==> src/rtl/dsp_rf_pkg.sv <==
// Shared register-file constants, address type and write-back requester indices.
package dsp_rf_pkg;

  localparam int unsigned RF_AW   = 4;
  localparam int unsigned RF_DW   = 32;
  localparam int unsigned RF_NREG = 16;

  typedef logic [RF_AW-1:0] rf_addr_t;

  localparam rf_addr_t RF_ZERO = '0;

  // Write-back requester slots on the arbiter
  localparam int unsigned WB_ALU  = 0;
  localparam int unsigned WB_MAC  = 1;
  localparam int unsigned WB_LD   = 2;
  localparam int unsigned WB_NREQ = 3;

endpackage

==> src/rtl/rr_arbiter.sv <==
// Combinational round-robin arbiter: search starts one past the last grant.
module rr_arbiter #(
  parameter int unsigned NREQ = 3,
  localparam int unsigned IW = (NREQ > 1) ? $clog2(NREQ) : 1
) (
  input  logic [NREQ-1:0] req,
  input  logic [IW-1:0]   last,
  output logic [NREQ-1:0] gnt,
  output logic [IW-1:0]   gnt_idx
);

  logic        found;
  int unsigned idx;

  always_comb begin
    gnt     = '0;
    gnt_idx = '0;
    found   = 1'b0;
    idx     = 0;
    for (int unsigned k = 1; k <= NREQ; k++) begin
      idx = (32'(last) + k) % NREQ;
      if (!found && req[IW'(idx)]) begin
        found            = 1'b1;
        gnt[IW'(idx)]    = 1'b1;
        gnt_idx          = IW'(idx);
      end
    end
  end

endmodule

==> src/rtl/rf_wb_arbiter.sv <==
// Register-file write-back arbiter: round-robin grant, registered write stage,
// and a pending-write scoreboard for RAW hazard checks.
module rf_wb_arbiter
  import dsp_rf_pkg::*;
#(
  parameter int unsigned NREQ = WB_NREQ,
  parameter int unsigned AW   = RF_AW,
  parameter int unsigned DW   = RF_DW
) (
  input  logic               clk,
  input  logic               rst,
  input  logic [NREQ-1:0]    req_valid,
  input  logic [NREQ*AW-1:0] req_rw,
  input  logic [NREQ*DW-1:0] req_wdata,
  output logic [NREQ-1:0]    req_ready,
  output logic               rf_we,
  output logic [AW-1:0]      rf_rw,
  output logic [DW-1:0]      rf_wdata,
  input  logic               sb_set,
  input  logic [AW-1:0]      sb_rd,
  input  logic [AW-1:0]      chk_ra,
  input  logic [AW-1:0]      chk_rb,
  output logic               busy_a,
  output logic               busy_b
);

  localparam int unsigned IW   = (NREQ > 1) ? $clog2(NREQ) : 1;
  localparam int unsigned NREG = 1 << AW;

  logic [IW-1:0]   last_q;
  logic [IW-1:0]   gnt_idx;
  logic [NREQ-1:0] gnt;
  logic [NREQ-1:0] req_gated;
  logic            rst_d_q;
  logic            block_c;
  logic            xfer;
  logic            wr_en;
  logic [AW-1:0]   sel_rw;
  logic [DW-1:0]   sel_wdata;
  logic [NREG-1:0] busy_q;
  logic [NREG-1:0] busy_n;

  // No grants during reset or the cycle after it; pending requests are re-presented.
  assign block_c   = rst | rst_d_q;
  assign req_gated = block_c ? '0 : req_valid;

  rr_arbiter #(.NREQ(NREQ)) u_rr (
    .req     (req_gated),
    .last    (last_q),
    .gnt     (gnt),
    .gnt_idx (gnt_idx)
  );

  assign req_ready = gnt;
  assign xfer      = |gnt;

  // One-hot AND-OR select of the granted requester's payload
  always_comb begin
    sel_rw    = '0;
    sel_wdata = '0;
    for (int unsigned i = 0; i < NREQ; i++) begin
      if (gnt[i]) begin
        sel_rw    = req_rw[i*AW +: AW];
        sel_wdata = req_wdata[i*DW +: DW];
      end
    end
  end

  // Writes to r0 are consumed but never reach the file or the scoreboard
  assign wr_en = xfer && (sel_rw != AW'(RF_ZERO));

  // Clear on write-back, then set from issue so a same-register set wins
  always_comb begin
    busy_n = busy_q;
    if (wr_en) begin
      busy_n[sel_rw] = 1'b0;
    end
    if (sb_set && (sb_rd != AW'(RF_ZERO))) begin
      busy_n[sb_rd] = 1'b1;
    end
    busy_n[0] = 1'b0;
  end

  always_ff @(posedge clk) begin
    if (rst) begin
      rst_d_q  <= 1'b1;
      last_q   <= IW'(NREQ - 1);
      rf_we    <= 1'b0;
      rf_rw    <= '0;
      rf_wdata <= '0;
      busy_q   <= '0;
    end else begin
      rst_d_q <= 1'b0;
      if (xfer) begin
        last_q <= gnt_idx;
      end
      rf_we <= wr_en;
      if (wr_en) begin
        rf_rw    <= sel_rw;
        rf_wdata <= sel_wdata;
      end
      busy_q <= busy_n;
    end
  end

  assign busy_a = busy_q[chk_ra];
  assign busy_b = busy_q[chk_rb];

endmodule

==> config.mk <==
export PLATFORM = sky130hd
export DESIGN_NAME = rf_wb_arbiter
export DESIGN_NICKNAME = d
export VERILOG_FILES = /design/src/rtl/dsp_rf_pkg.sv /design/src/rtl/rr_arbiter.sv /design/src/rtl/rf_wb_arbiter.sv
export SDC_FILE = /design/constraint.sdc
export NUM_CORES = 1
export LEC_CHECK = 0
export BUFFER_PORTS_ARGS = -buffer_cell sky130_fd_sc_hd__buf_2
export CORE_ASPECT_RATIO = 0.6
export CORE_UTILIZATION = 47
export CTS_CLUSTER_SIZE = 25
export DETAILED_ROUTE_END_ITERATION = 12
export PLACE_DENSITY = 0.8
export SLEW_MARGIN = 20
export SYNTH_ARGS = -nofsm -noshare
export SYNTH_HDL_FRONTEND = slang
export SYNTH_SLANG_ARGS = --single-unit
==> constraint.sdc <==
create_clock -name clk -period 5.2 [get_ports clk]
set_input_delay 0.52 -clock clk [delete_from_list [all_inputs] [get_ports clk]]
set_output_delay 0.52 -clock clk [all_outputs]
set_load 0.02 [all_outputs]
==> insert_results.sql, run 1 <==
INSERT INTO impl_metrics (metric_group, metric, value, unit) VALUES
('global_routing', 'wire_length_of_the_first_global_routing_pass', '17.40', 'mm'),
('pwr', 'switching_power', '0.4796', 'mW'),
('yosys', 'yosysSeqAreaShare', '30.15', '%'),
('yosys', 'synthSimpleGateAreaFrac', '21.10', '%'),
('critical_path', 'cp_max_fo', '40', ''),
('pwr', 'powerDensity', '306.0', 'nW/µm²'),
('clock_tree', 'numCtsBuffers', '5', ''),
('sta', 'hold-worst-slack', '0.4717', 'ns'),
('yosys', 'post_synth_xor_area_fraction', '0', '%'),
('sta', 'hold_viol', '0', ''),
('clock_tree', 'cts_hold_repair.buffers', '0', ''),
('sta', 'report.final.setup_viol', '0', ''),
('floorplanning', 'die_w', '115.8', 'µm'),
('yosys', 'synth_top_flop_cell', 'dfxtp_1', ''),
('yosys', 'synthesis.area_per_instance', '9.063', 'µm²'),
('sta', 'rsz0062_at_grt', 'false', ''),
('sta', 'relSlewSlack', '41.21', '%'),
('floorplanning', 'ios', '168', ''),
('critical_path', 'crit_path_cell_trace', 'inv_1 -> ha_1 -> mux2i_1 -> o21ai_0 -> and4_1 -> a22o_2 -> a311oi_4 -> nand4_4 -> mux2_4', ''),
('yosys', 'synthCells', '403', ''),
('detailed_routing', 'via_count', '3725', ''),
('clock_tree', 'cts-root-buf', 'clkbuf_16', ''),
('sta', 'measured_slew_at_the_worst_slew_check_pin', '0.8818', 'ns'),
('critical_path', 'start_kind', 'register', ''),
('critical_path', 'slowest_delay', '0.82', 'ns'),
('yosys', 'mappedNetlistArea', '3652', 'µm²'),
('clock_tree', 'cts.repair_timing.setup_buffer_count', '0', ''),
('layout', 'area_delta_synth_final', '28.30', '%'),
('detailed_routing', 'route.final.wire_length', '10.64', 'mm'),
('clock_tree', 'cts.path.max_buffers', '2', ''),
('critical_path', 'r2r-start', 'last_q[0]', ''),
('yosys', 'yosys_warnings', '0', ''),
('floorplanning', 'die_h', '70.28', 'µm'),
('sta', 'clock.fmax', '215.9', 'MHz'),
('critical_path', 'cp.arrival', '4.82', 'ns'),
('yosys', 'synth_adder_area_share', '1.370', '%'),
('clock_tree', 'clkSlewWorstSetupHoldPaths', '0.07', 'ns'),
('layout', 'final_net_count', '681', ''),
('sta', 'fin_skew', '0.003006', 'ns'),
('hold_path', 'hold_depth', '2', ''),
('yosys', 'synth_nets', '533', ''),
('sta', 'timing.final.crit_share', '89.09', '%'),
('critical_path', 'crit_slowest_cell', 'a311oi_4', ''),
('clock_tree', 'sink_count', '55', ''),
('detailed_routing', 'detailedRoute.firstIterationViolations', '267', ''),
('floorplanning', 'floorplan.initialDensity', '49.44', '%'),
('placed_design', 'port_buffers', '167', ''),
('placed_design', 'globalplace.congestion', '0.8975', ''),
('global_routing', 'gr-usage-all-layers', '27.45', '%'),
('job', 'cap_viol_max_count', '0', ''),
('pwr', 'leakage_power_total', '2.047', 'nW'),
('sta', 'final_max_slew_viol_count', '0', ''),
('hold_path', 'hold_crit_start', 'rst', ''),
('global_routing', 'overflow', '0', ''),
('detailed_routing', 'detailedRoute.firstPassIterationCount', '5', ''),
('pwr', 'share_comb_of_total_power', '37.4', '%'),
('pwr', 'cellInternalPower', '0.9541', 'mW'),
('sta', 'final.min_clock_period', '4.633', 'ns'),
('placed_design', 'placed_cells', '648', ''),
('pwr', 'swShare', '33.45', '%'),
('clock_tree', 'clock_tree.htree_level_count', '2', ''),
('yosys', 'main_combinational_cell_family_by_area_after_synthesis', 'compound AO/OA/AOI/OAI gates', ''),
('pwr', 'fin_total_pwr', '1.434', 'mW'),
('yosys', 'synth-edff-count', '0', ''),
('critical_path', 'worst_setup_path_end_kind', 'register', ''),
('pwr', 'share_of_power_burned_in_registers', '34.8', '%'),
('yosys', 'compound_cell_area_share_of_the_yosys_netlist', '21.69', '%'),
('critical_path', 'reg2reg_setup_slack', '0.57', 'ns'),
('yosys', 'synth.distinct_cells', '49', ''),
('run_status', 'status', 'completed', ''),
('layout', 'antenna_cells', '0', '');
-- critical path: cells and delay by family, from the launching register on --
kind	cells	cell delay (ns)
adder cells (fa/ha/maj)	1	0.50
AO/OA/AOI/OAI	3	1.56
AND/OR/NAND/NOR	2	1.10
flip-flops	1	0.39
buffers and inverters	1	0.09
multiplexers	2	0.82
-- worst max-delay path by stage --
| stage | cells past startpoint | from | to | slack [ns] |
|---|---|---|---|---|
| 2_1_floorplan | 12 | last_q[0] | rf_wdata[10] | 2.22 |
| 3_3_place_gp | 10 | last_q[0] | rf_wdata[8] | 0.93 |
| 3_5_place_dp | 9 | last_q[0] | rf_wdata[13] | 0.68 |
| 4_1_cts | 9 | last_q[0] | rf_wdata[13] | 0.63 |
| 5_1_grt | 9 | last_q[0] | rf_wdata[5] | 0.26 |
| 6_report | 9 | last_q[0] | rf_wdata[13] | 0.57 |
-- sequential cells by signal (all words and copies together), names as in the netlist --
register  flops
rf_we         1
rf_rw         4
last_q        2
rst_d_q       1
busy_q       15
rf_wdata     32
-- synthesized netlist by cell type, drive strengths merged, types with 10 or more instances --
master,number,area (µm²)
a22oi,32,240.2
buf,12,76.32
clkbuf,18,67.56
dfxtp,55,1101
inv,19,71.31
mux2,33,480.5
nand2,41,153.9
nor2,10,37.54
nor2b,37,231.5
o21ai,45,225.2
o32ai,14,122.6
-- cell type report --
class	count	area [µm²]
clock inverter	2	38.79
multi-input combinational	299	2340
fill	627	2701
tap	104	130.1
sequential	55	1101
clock buffer	6	138.9
timing repair buffer	171	865.8
inverter	19	71.32
-- layer usage --
metal,up-vias,global-route usage [%],wire [µm]
li1,1781,-,-
met1,1755,35.98,4677
met2,165,45.24,5042
met3,24,5.642,748
met4,0,8.262,170
met5,-,0,0
-- kinds of logic (layout without fill, tap and decap cells) --
logic type | Yosys count | in the layout
compound gates | 113 | 113
flops | 55 | 55
mux | 46 | 46
simple gates | 136 | 136
buf+inv | 49 | 198
fa+ha+maj | 4 | 4
-- cell usage in the layout, fill, tap and decap left out, types with 2 or more instances in the layout --
| cell type | count |
|---|---|
| nand2_1 | 41 |
| nor2b_1 | 37 |
| a21oi_1 | 6 |
| mux4_2 | 8 |
| buf_4 | 4 |
| or3b_2 | 2 |
| nor3b_1 | 3 |
| o32ai_1 | 14 |
| nand2b_1 | 4 |
| a311oi_4 | 2 |
| nor4_1 | 8 |
| nor4b_1 | 6 |
| buf_2 | 167 |
| and2_1 | 3 |
| a22oi_1 | 32 |
| a211oi_1 | 2 |
| ha_1 | 4 |
| o21ai_0 | 44 |
| o2111ai_1 | 2 |
| nand4_1 | 6 |
| nor2_1 | 10 |
| mux2_2 | 4 |
| a31o_2 | 2 |
| inv_1 | 18 |
| nand3_1 | 2 |
| nand3b_1 | 4 |
| dfxtp_1 | 55 |
| clkbuf_16 | 5 |
| and3_1 | 2 |
| mux2_4 | 29 |
| mux2i_1 | 4 |
| nor3_1 | 2 |
-- stage by stage --
stage               cell area [µm²]  setup WS [ns]
CTS                            4686         0.6324
global route                   4686         0.2587
global placement               4508         0.9287
floorplan                      3652          2.224
detailed placement             4508         0.6754
finish                         4686         0.5675
-- power groups by stage --
| stage | Clock [mW] | Combinational, mW | Sequential [mW] |
|---|---|---|---|
| global route | 0.422 | 0.579 | 0.505 |
| finish | 0.399 | 0.536 | 0.499 |
| floorplan | 0 | 0.328 | 0.562 |
| detailed placement | 0 | 0.531 | 0.507 |
| CTS | 0.402 | 0.534 | 0.499 |
| global placement | 0 | 0.516 | 0.507 |
(Power assumes the default switching activity.)
==> inputs of run 2 (changes only) <==
CORE_MARGIN = 4   (was not set)
SETUP_SLACK_MARGIN = 0.4   (was not set)
==> run 2 against run 1 <==
  * Die area grew 14%
  * Sequential share of layout area shrank 0.23 points
  * Maximum frequency grew 7.4%
==> insert_results.sql, run 2 (same netlist as run 1, synthesis figures left out) <==
INSERT INTO impl_metrics (metric_group, metric, value, unit) VALUES
('layout', 'mostFrequentLayoutCells', '167 x buf_2, 55 x dfxtp_1, 44 x o21ai_0', ''),
('detailed_routing', 'route.final.wire_length', '11.25', 'mm'),
('detailed_routing', 'ant_nets', '0', ''),
('global_routing', 'overflow', '0', ''),
('sta', 'hold-worst-slack', '0.4883', 'ns'),
('critical_path', 'cp_max_fo', '40', ''),
('layout', 'largest_register_ffs', '32', ''),
('run_status', 'status', 'completed', ''),
('layout', 'post_route_cells_drive_above_1_share', '42.57', '%'),
('sta', 'hold_viol', '0', ''),
('clock_tree', 'numCtsBuffers', '5', ''),
('critical_path', 'r2r-start', 'last_q[0]', ''),
('floorplanning', 'num_rows', '24', ''),
('job', 'cap_viol_max_count', '0', ''),
('pwr', 'leakage_power_total', '2.060', 'nW'),
('layout', 'layout.filler_cells', '663', ''),
('sta', 'fin_skew', '0.009612', 'ns'),
('sta', 'report.final.setup_viol', '0', ''),
('sta', 'timing.final.crit_share', '82.96', '%'),
('clock_tree', 'cts_tree', 'built', ''),
('clock_tree', 'cts.repair_timing.setup_buffer_count', '0', ''),
('global_routing', 'grt_start_max_net_pins', '60', ''),
('clock_tree', 'sink_count', '55', ''),
('layout', 'most_frequent_standard_cell_in_the_layout_excluding_fill_and_tap_cells', 'buf_2', ''),
('clock_tree', 'cts_hold_repair.buffers', '0', ''),
('layout', 'multiInputGateArea', '2375', 'µm²'),
('hold_path', 'hold_depth', '2', ''),
('global_routing', 'gr-usage-all-layers', '23.00', '%'),
('detailed_routing', 'detailedRoute.firstPassIterationCount', '5', ''),
('layout', 'antenna_cells', '0', ''),
('critical_path', 'critPathKind', 'register to register', ''),
('clock_tree', 'worst_skew_pair.late_latency', '0.29', 'ns'),
('critical_path', 'cp.arrival', '4.49', 'ns'),
('critical_path', 'worstRegToRegCells', '9', ''),
('layout', 'stdcell_count', '656', ''),
('layout', 'final_core_utilization', '63.80', '%'),
('clock_tree', 'postCtsResizedCells', '0', ''),
('critical_path', 'regToRegEndpoint', 'rf_wdata[21]', ''),
('detailed_routing', 'drc_errors', '0', ''),
('hold_path', 'hold_end', 'rf_rw[3]', ''),
('floorplanning', 'dieArea', '9291', 'µm²'),
('critical_path', 'start_kind', 'register', ''),
('sta', 'relSlewSlack', '36.97', '%'),
('clock_tree', 'cts-root-buf', 'clkbuf_16', ''),
('clock_tree', 'clock_tree.htree_level_count', '2', ''),
('detailed_routing', 'wl_per_cell', '17.15', 'µm'),
('hold_path', 'hold_crit_start', 'rf_rw[3]', ''),
('global_routing', 'grt_pass1_vias', '3671', ''),
('global_routing', 'wire_length_of_the_first_global_routing_pass', '17.73', 'mm'),
('placed_design', 'placed_cells', '647', ''),
('detailed_routing', 'via_count', '3747', ''),
('floorplanning', 'die_w', '121.8', 'µm'),
('hold_path', 'worstHoldPathType', 'register to register', ''),
('floorplanning', 'ios', '168', ''),
('layout', 'area.sequential', '1101', 'µm²'),
('floorplanning', 'floorplan.initialDensity', '49.24', '%'),
('critical_path', 'worst_setup_path_end_kind', 'register', ''),
('clock_tree', 'cts.path.max_buffers', '2', ''),
('pwr', 'ir_drop', '0.1658', 'mV'),
('floorplanning', 'core-area', '7417', 'µm²'),
('sta', 'final_max_slew_viol_count', '0', ''),
('global_routing', 'initial_antenna_violation_count', '0', ''),
('clock_tree', 'clkSlewWorstSetupHoldPaths', '0.08', 'ns'),
('critical_path', 'reg2reg_setup_slack', '0.89', 'ns'),
('sta', 'measured_slew_at_the_worst_slew_check_pin', '0.9454', 'ns'),
('sta', 'clock.fmax', '231.8', 'MHz'),
('detailed_routing', 'detailedRoute.firstIterationViolations', '343', ''),
('layout', 'area_delta_synth_final', '29.56', '%'),
('sta', 'timing.setup.tns', '0', 'ns'),
('sta', 'rsz0062_at_grt', 'false', ''),
('layout', 'regMostFlops', 'rf_wdata', ''),
('layout', 'biggestRegsByFlops', 'rf_wdata (32), busy_q (15), rf_rw (4)', ''),
('critical_path', 'worst_ep_required_time', '5.38', 'ns'),
('floorplanning', 'die_h', '76.28', 'µm'),
('placed_design', 'globalplace.congestion', '0.9307', ''),
('pwr', 'powerDensity', '312.9', 'nW/µm²'),
('placed_design', 'place.detailed.hpwl', '8.473', 'mm'),
('layout', 'final_net_count', '681', ''),
('placed_design', 'port_buffers', '167', ''),
('sta', 'final.min_clock_period', '4.314', 'ns'),
('detailed_routing', 'detail_route.vias_per_cell', '5.712', '');
[run 2: cell types whose count changed in the layout (fill, tap and decap cells not counted), sizes merged]
cell    previous run  this run
nand4              7         8
buf              171       170
bufinv             1         2
clkbuf             6         5
[run 2: worst max-delay path, stage by stage, from the launching register on]
cell,delay (ns)
dfxtp_1,0.39
inv_1,0.08
ha_1,0.49
mux2i_1,0.22
o21ai_0,0.23
and4_1,0.31
a22o_2,0.55
a311oi_4,0.87
nand4_4,0.56
mux2_4,0.47
[run 2: metal layers]
metal  GRT usage [%]  wire length (µm)  up-vias
li1                -                 -     1791
met1           31.48              4856     1776
met2           38.16              5388      159
met3           4.006               828       21
met4           4.586               175        0
met5               0                 0        -
[run 2: how the worst max path moves through the flow]
| stage | start | end | slack (ns) | depth (start not counted) |
|---|---|---|---|---|
| 6_report | last_q[0] | rf_wdata[21] | 0.89 | 9 |
| 5_1_grt | last_q[0] | rf_wdata[21] | 0.60 | 9 |
| 4_1_cts | last_q[0] | rf_wdata[29] | 0.52 | 9 |
| 3_5_place_dp | last_q[0] | rf_wdata[22] | 0.55 | 9 |
| 3_3_place_gp | last_q[0] | rf_wdata[29] | 0.78 | 9 |
| 2_1_floorplan | last_q[0] | rf_wdata[10] | 2.22 | 12 |
[run 2: where the power goes]
group | total (mW) | internal (mW) | switching [mW]
sequential | 0.500 | 0.473 | 0.0266
combinational | 0.544 | 0.237 | 0.307
clock | 0.436 | 0.279 | 0.157
[run 2: layout make-up]
cell class / instances / share of cell area [%]
multi-input cells: 300 / 50.19
flip-flops and latches: 55 / 23.27
repair buffers: 170 / 18.14
well taps: 104 / 2.750
clock buffers: 5 / 2.644
clock inverters: 3 / 1.507
inverters: 19 / 1.507
[run 2: stage by stage]
| stage | area (µm²) | total power, mW | worst slack, ns |
|---|---|---|---|
| 2_1_floorplan | 3652 | 0.8907 | 2.224 |
| 6_report | 4732 | 1.480 | 0.8862 |
| 3_3_place_gp | 4508 | 1.025 | 0.7784 |
| 3_5_place_dp | 4508 | 1.042 | 0.5504 |
| 4_1_cts | 4705 | 1.478 | 0.5151 |
| 5_1_grt | 4732 | 1.557 | 0.5974 |
==> inputs of run 3 (changes only) <==
CORE_UTILIZATION = 43   (was 47)
PLACE_DENSITY = 0.77   (was 0.8)
clock period = 3.6 ns   (was 5.2 ns; I/O delays follow)
==> run 3 against run 2 <==
  * Via count decreased by 0.64%
  * Register-to-register slack got worse by 0.39 ns
  * Die area increased by 8.5%
  * First-iteration DRC count decreased by 39%
  * Sequential power increased by 44%
  * Total power increased by 45%
  * Global-route usage decreased by 2.3 points
  * Cell area increased by 2.5%
  * Clock skew decreased by 0.0054 ns
  * Clock power increased by 42%
  * Sequential share of layout area decreased by 0.56 points
  * Highest routed layer unchanged
  * Flip-flop and latch count unchanged
==> insert_results.sql, run 3 (same netlist as run 1, synthesis figures left out) <==
INSERT INTO impl_metrics (metric_group, metric, value, unit) VALUES
('critical_path', 'worst_setup_path_end_kind', 'register', ''),
('placed_design', 'place.detailed.hpwl', '8.336', 'mm'),
('layout', 'area.sequential', '1101', 'µm²'),
('global_routing', 'grt_pass1_vias', '3496', ''),
('critical_path', 'regToRegEndpoint', 'rf_wdata[8]', ''),
('clock_tree', 'sink_count', '55', ''),
('sta', 'timing.setup.tns', '0', 'ns'),
('layout', 'regMostFlops', 'rf_wdata', ''),
('detailed_routing', 'detailedRoute.firstPassIterationCount', '4', ''),
('hold_path', 'worstHoldPathType', 'input port to register', ''),
('floorplanning', 'dieArea', '10080', 'µm²'),
('floorplanning', 'num_rows', '25', ''),
('layout', 'final_core_utilization', '60.09', '%'),
('sta', 'rsz0062_at_grt', 'false', ''),
('layout', 'biggestRegsByFlops', 'rf_wdata (32), busy_q (15), rf_rw (4)', ''),
('critical_path', 'critPathKind', 'register to register', ''),
('placed_design', 'globalplace.congestion', '0.8907', ''),
('sta', 'timing.final.crit_share', '86.32', '%'),
('critical_path', 'reg2reg_setup_slack', '0.49', 'ns'),
('layout', 'mostFrequentLayoutCells', '167 x buf_2, 55 x dfxtp_1, 43 x o21ai_0', ''),
('sta', 'hold_viol', '0', ''),
('clock_tree', 'cts.path.max_buffers', '2', ''),
('hold_path', 'hold_crit_start', 'req_wdata[64]', ''),
('sta', 'measured_slew_at_the_worst_slew_check_pin', '0.6072', 'ns'),
('sta', 'clock.fmax', '321.8', 'MHz'),
('clock_tree', 'cts_hold_repair.buffers', '0', ''),
('placed_design', 'port_buffers', '167', ''),
('critical_path', 'worst_ep_required_time', '3.78', 'ns'),
('sta', 'fin_skew', '0.004174', 'ns'),
('critical_path', 'cp.arrival', '3.29', 'ns'),
('sta', 'relSlewSlack', '59.52', '%'),
('hold_path', 'hold_end', 'rf_wdata[0]', ''),
('global_routing', 'grt_start_max_net_pins', '60', ''),
('global_routing', 'initial_antenna_violation_count', '0', ''),
('clock_tree', 'clkSlewWorstSetupHoldPaths', '0.07', 'ns'),
('detailed_routing', 'drc_errors', '0', ''),
('layout', 'finalInstanceArea', '4850', 'µm²'),
('run_status', 'status', 'completed', ''),
('layout', 'layout.filler_cells', '728', ''),
('layout', 'final_net_count', '690', ''),
('layout', 'antenna_cells', '0', ''),
('global_routing', 'gr-usage-all-layers', '20.66', '%'),
('global_routing', 'overflow', '0', ''),
('placed_design', 'post_dp_cell_area', '4566', 'µm²'),
('detailed_routing', 'ant_nets', '0', ''),
('hold_path', 'hold_depth', '4', ''),
('floorplanning', 'core-area', '8070', 'µm²'),
('detailed_routing', 'wl_per_cell', '16.86', 'µm'),
('clock_tree', 'cts_tree', 'built', ''),
('job', 'cap_viol_max_count', '0', ''),
('pwr', 'ir_drop', '0.2438', 'mV'),
('layout', 'multiInputGateArea', '2409', 'µm²'),
('floorplanning', 'die_w', '127.0', 'µm'),
('sta', 'report.final.setup_viol', '0', ''),
('detailed_routing', 'detailedRoute.firstIterationViolations', '210', ''),
('floorplanning', 'die_h', '79.39', 'µm'),
('critical_path', 'start_kind', 'register', ''),
('critical_path', 'cp_max_fo', '33', ''),
('detailed_routing', 'via_count', '3723', ''),
('critical_path', 'r2r-start', 'last_q[0]', ''),
('sta', 'final_max_slew_viol_count', '0', ''),
('clock_tree', 'cts-root-buf', 'clkbuf_16', ''),
('layout', 'largest_register_ffs', '32', ''),
('clock_tree', 'numCtsBuffers', '5', ''),
('pwr', 'powerDensity', '444.0', 'nW/µm²'),
('clock_tree', 'worst_skew_pair.late_latency', '0.29', 'ns'),
('critical_path', 'worstRegToRegCells', '11', ''),
('layout', 'most_frequent_standard_cell_in_the_layout_excluding_fill_and_tap_cells', 'buf_2', ''),
('layout', 'area_delta_synth_final', '32.79', '%'),
('detailed_routing', 'detail_route.vias_per_cell', '5.565', ''),
('clock_tree', 'clock_tree.htree_level_count', '2', ''),
('sta', 'final.min_clock_period', '3.107', 'ns'),
('detailed_routing', 'route.final.wire_length', '11.28', 'mm'),
('floorplanning', 'ios', '168', ''),
('layout', 'post_route_cells_drive_above_1_share', '44.74', '%'),
('global_routing', 'wire_length_of_the_first_global_routing_pass', '17.04', 'mm'),
('floorplanning', 'floorplan.initialDensity', '45.26', '%'),
('pwr', 'leakage_power_total', '2.107', 'nW');
## run 3: cell count changes in the layout (fill, tap and decap cells not counted), sizes merged
cell | previous run | this run
buf | 170 | 179
clkbuf | 5 | 6
inv | 20 | 19
nand4 | 8 | 7
o21a | 1 | 2
## run 3: what timing repair did
action | 4_1_cts | 5_1_grt
gates resized for setup | 3 | 15
endpoints found under the setup margin | 35 | 50
setup buffers | 0 | 1
cloned | 0 | 1
pin swaps | 0 | 3
## run 3: critical path: stages (launching register included)
cell,delay (ns)
dfxtp_1,0.39
inv_1,0.09
ha_2,0.37
nor2b_1,0.17
o2111ai_1,0.40
o21a_4,0.28
inv_2,0.07
and2_1,0.18
a311oi_4,0.33
nand4_4,0.13
buf_8,0.24
mux2_4,0.33
## run 3: through the flow
step	instances	power (mW)	setup WS, ns	hold slack, ns
floorplan	403	1.287	0.6240	0.3877
global placement	659	1.495	0.3524	0.4591
finish	669	2.153	0.4925	0.4039
global route	669	2.255	0.3698	0.4080
detailed placement	659	1.515	0.1975	0.4661
CTS	667	2.141	0.4023	0.3976
## run 3: per-layer routing
metal | up-vias | share of wire (%) | GRT usage, %
li1 | 1802 | - | -
met1 | 1759 | 45 | 27.84
met2 | 154 | 46 | 33.91
met3 | 8 | 8.1 | 5.682
met4 | 0 | 0.77 | 3.212
met5 | - | 0 | 0
## run 3: power by group
part	switching (mW)	internal [mW]	leakage (nW)
Clock	0.221	0.399	0.0911
Combinational	0.445	0.366	1.57
Sequential	0.0382	0.684	0.448
Total	0.704	1.45	2.11
## run 3: worst max-delay path by stage
stage,from,endpoint,cells after the start
global placement,last_q[0],rf_wdata[2],10
CTS,last_q[1],rf_wdata[8],11
finish,last_q[0],rf_wdata[8],11
detailed placement,last_q[0],rf_wdata[2],10
floorplan,last_q[0],rf_wdata[10],12
global route,last_q[1],busy_q[12],11
## run 3: area by class of cell
type                       instances  share of cell area (%)
sequential                        55                   22.70
inverter                          19                   1.471
clock inverter                     2                   1.238
clock buffer                       6                   2.657
multi-input combinational        300                   49.66
timing repair buffer             179                   19.48
tap                              108                   2.786
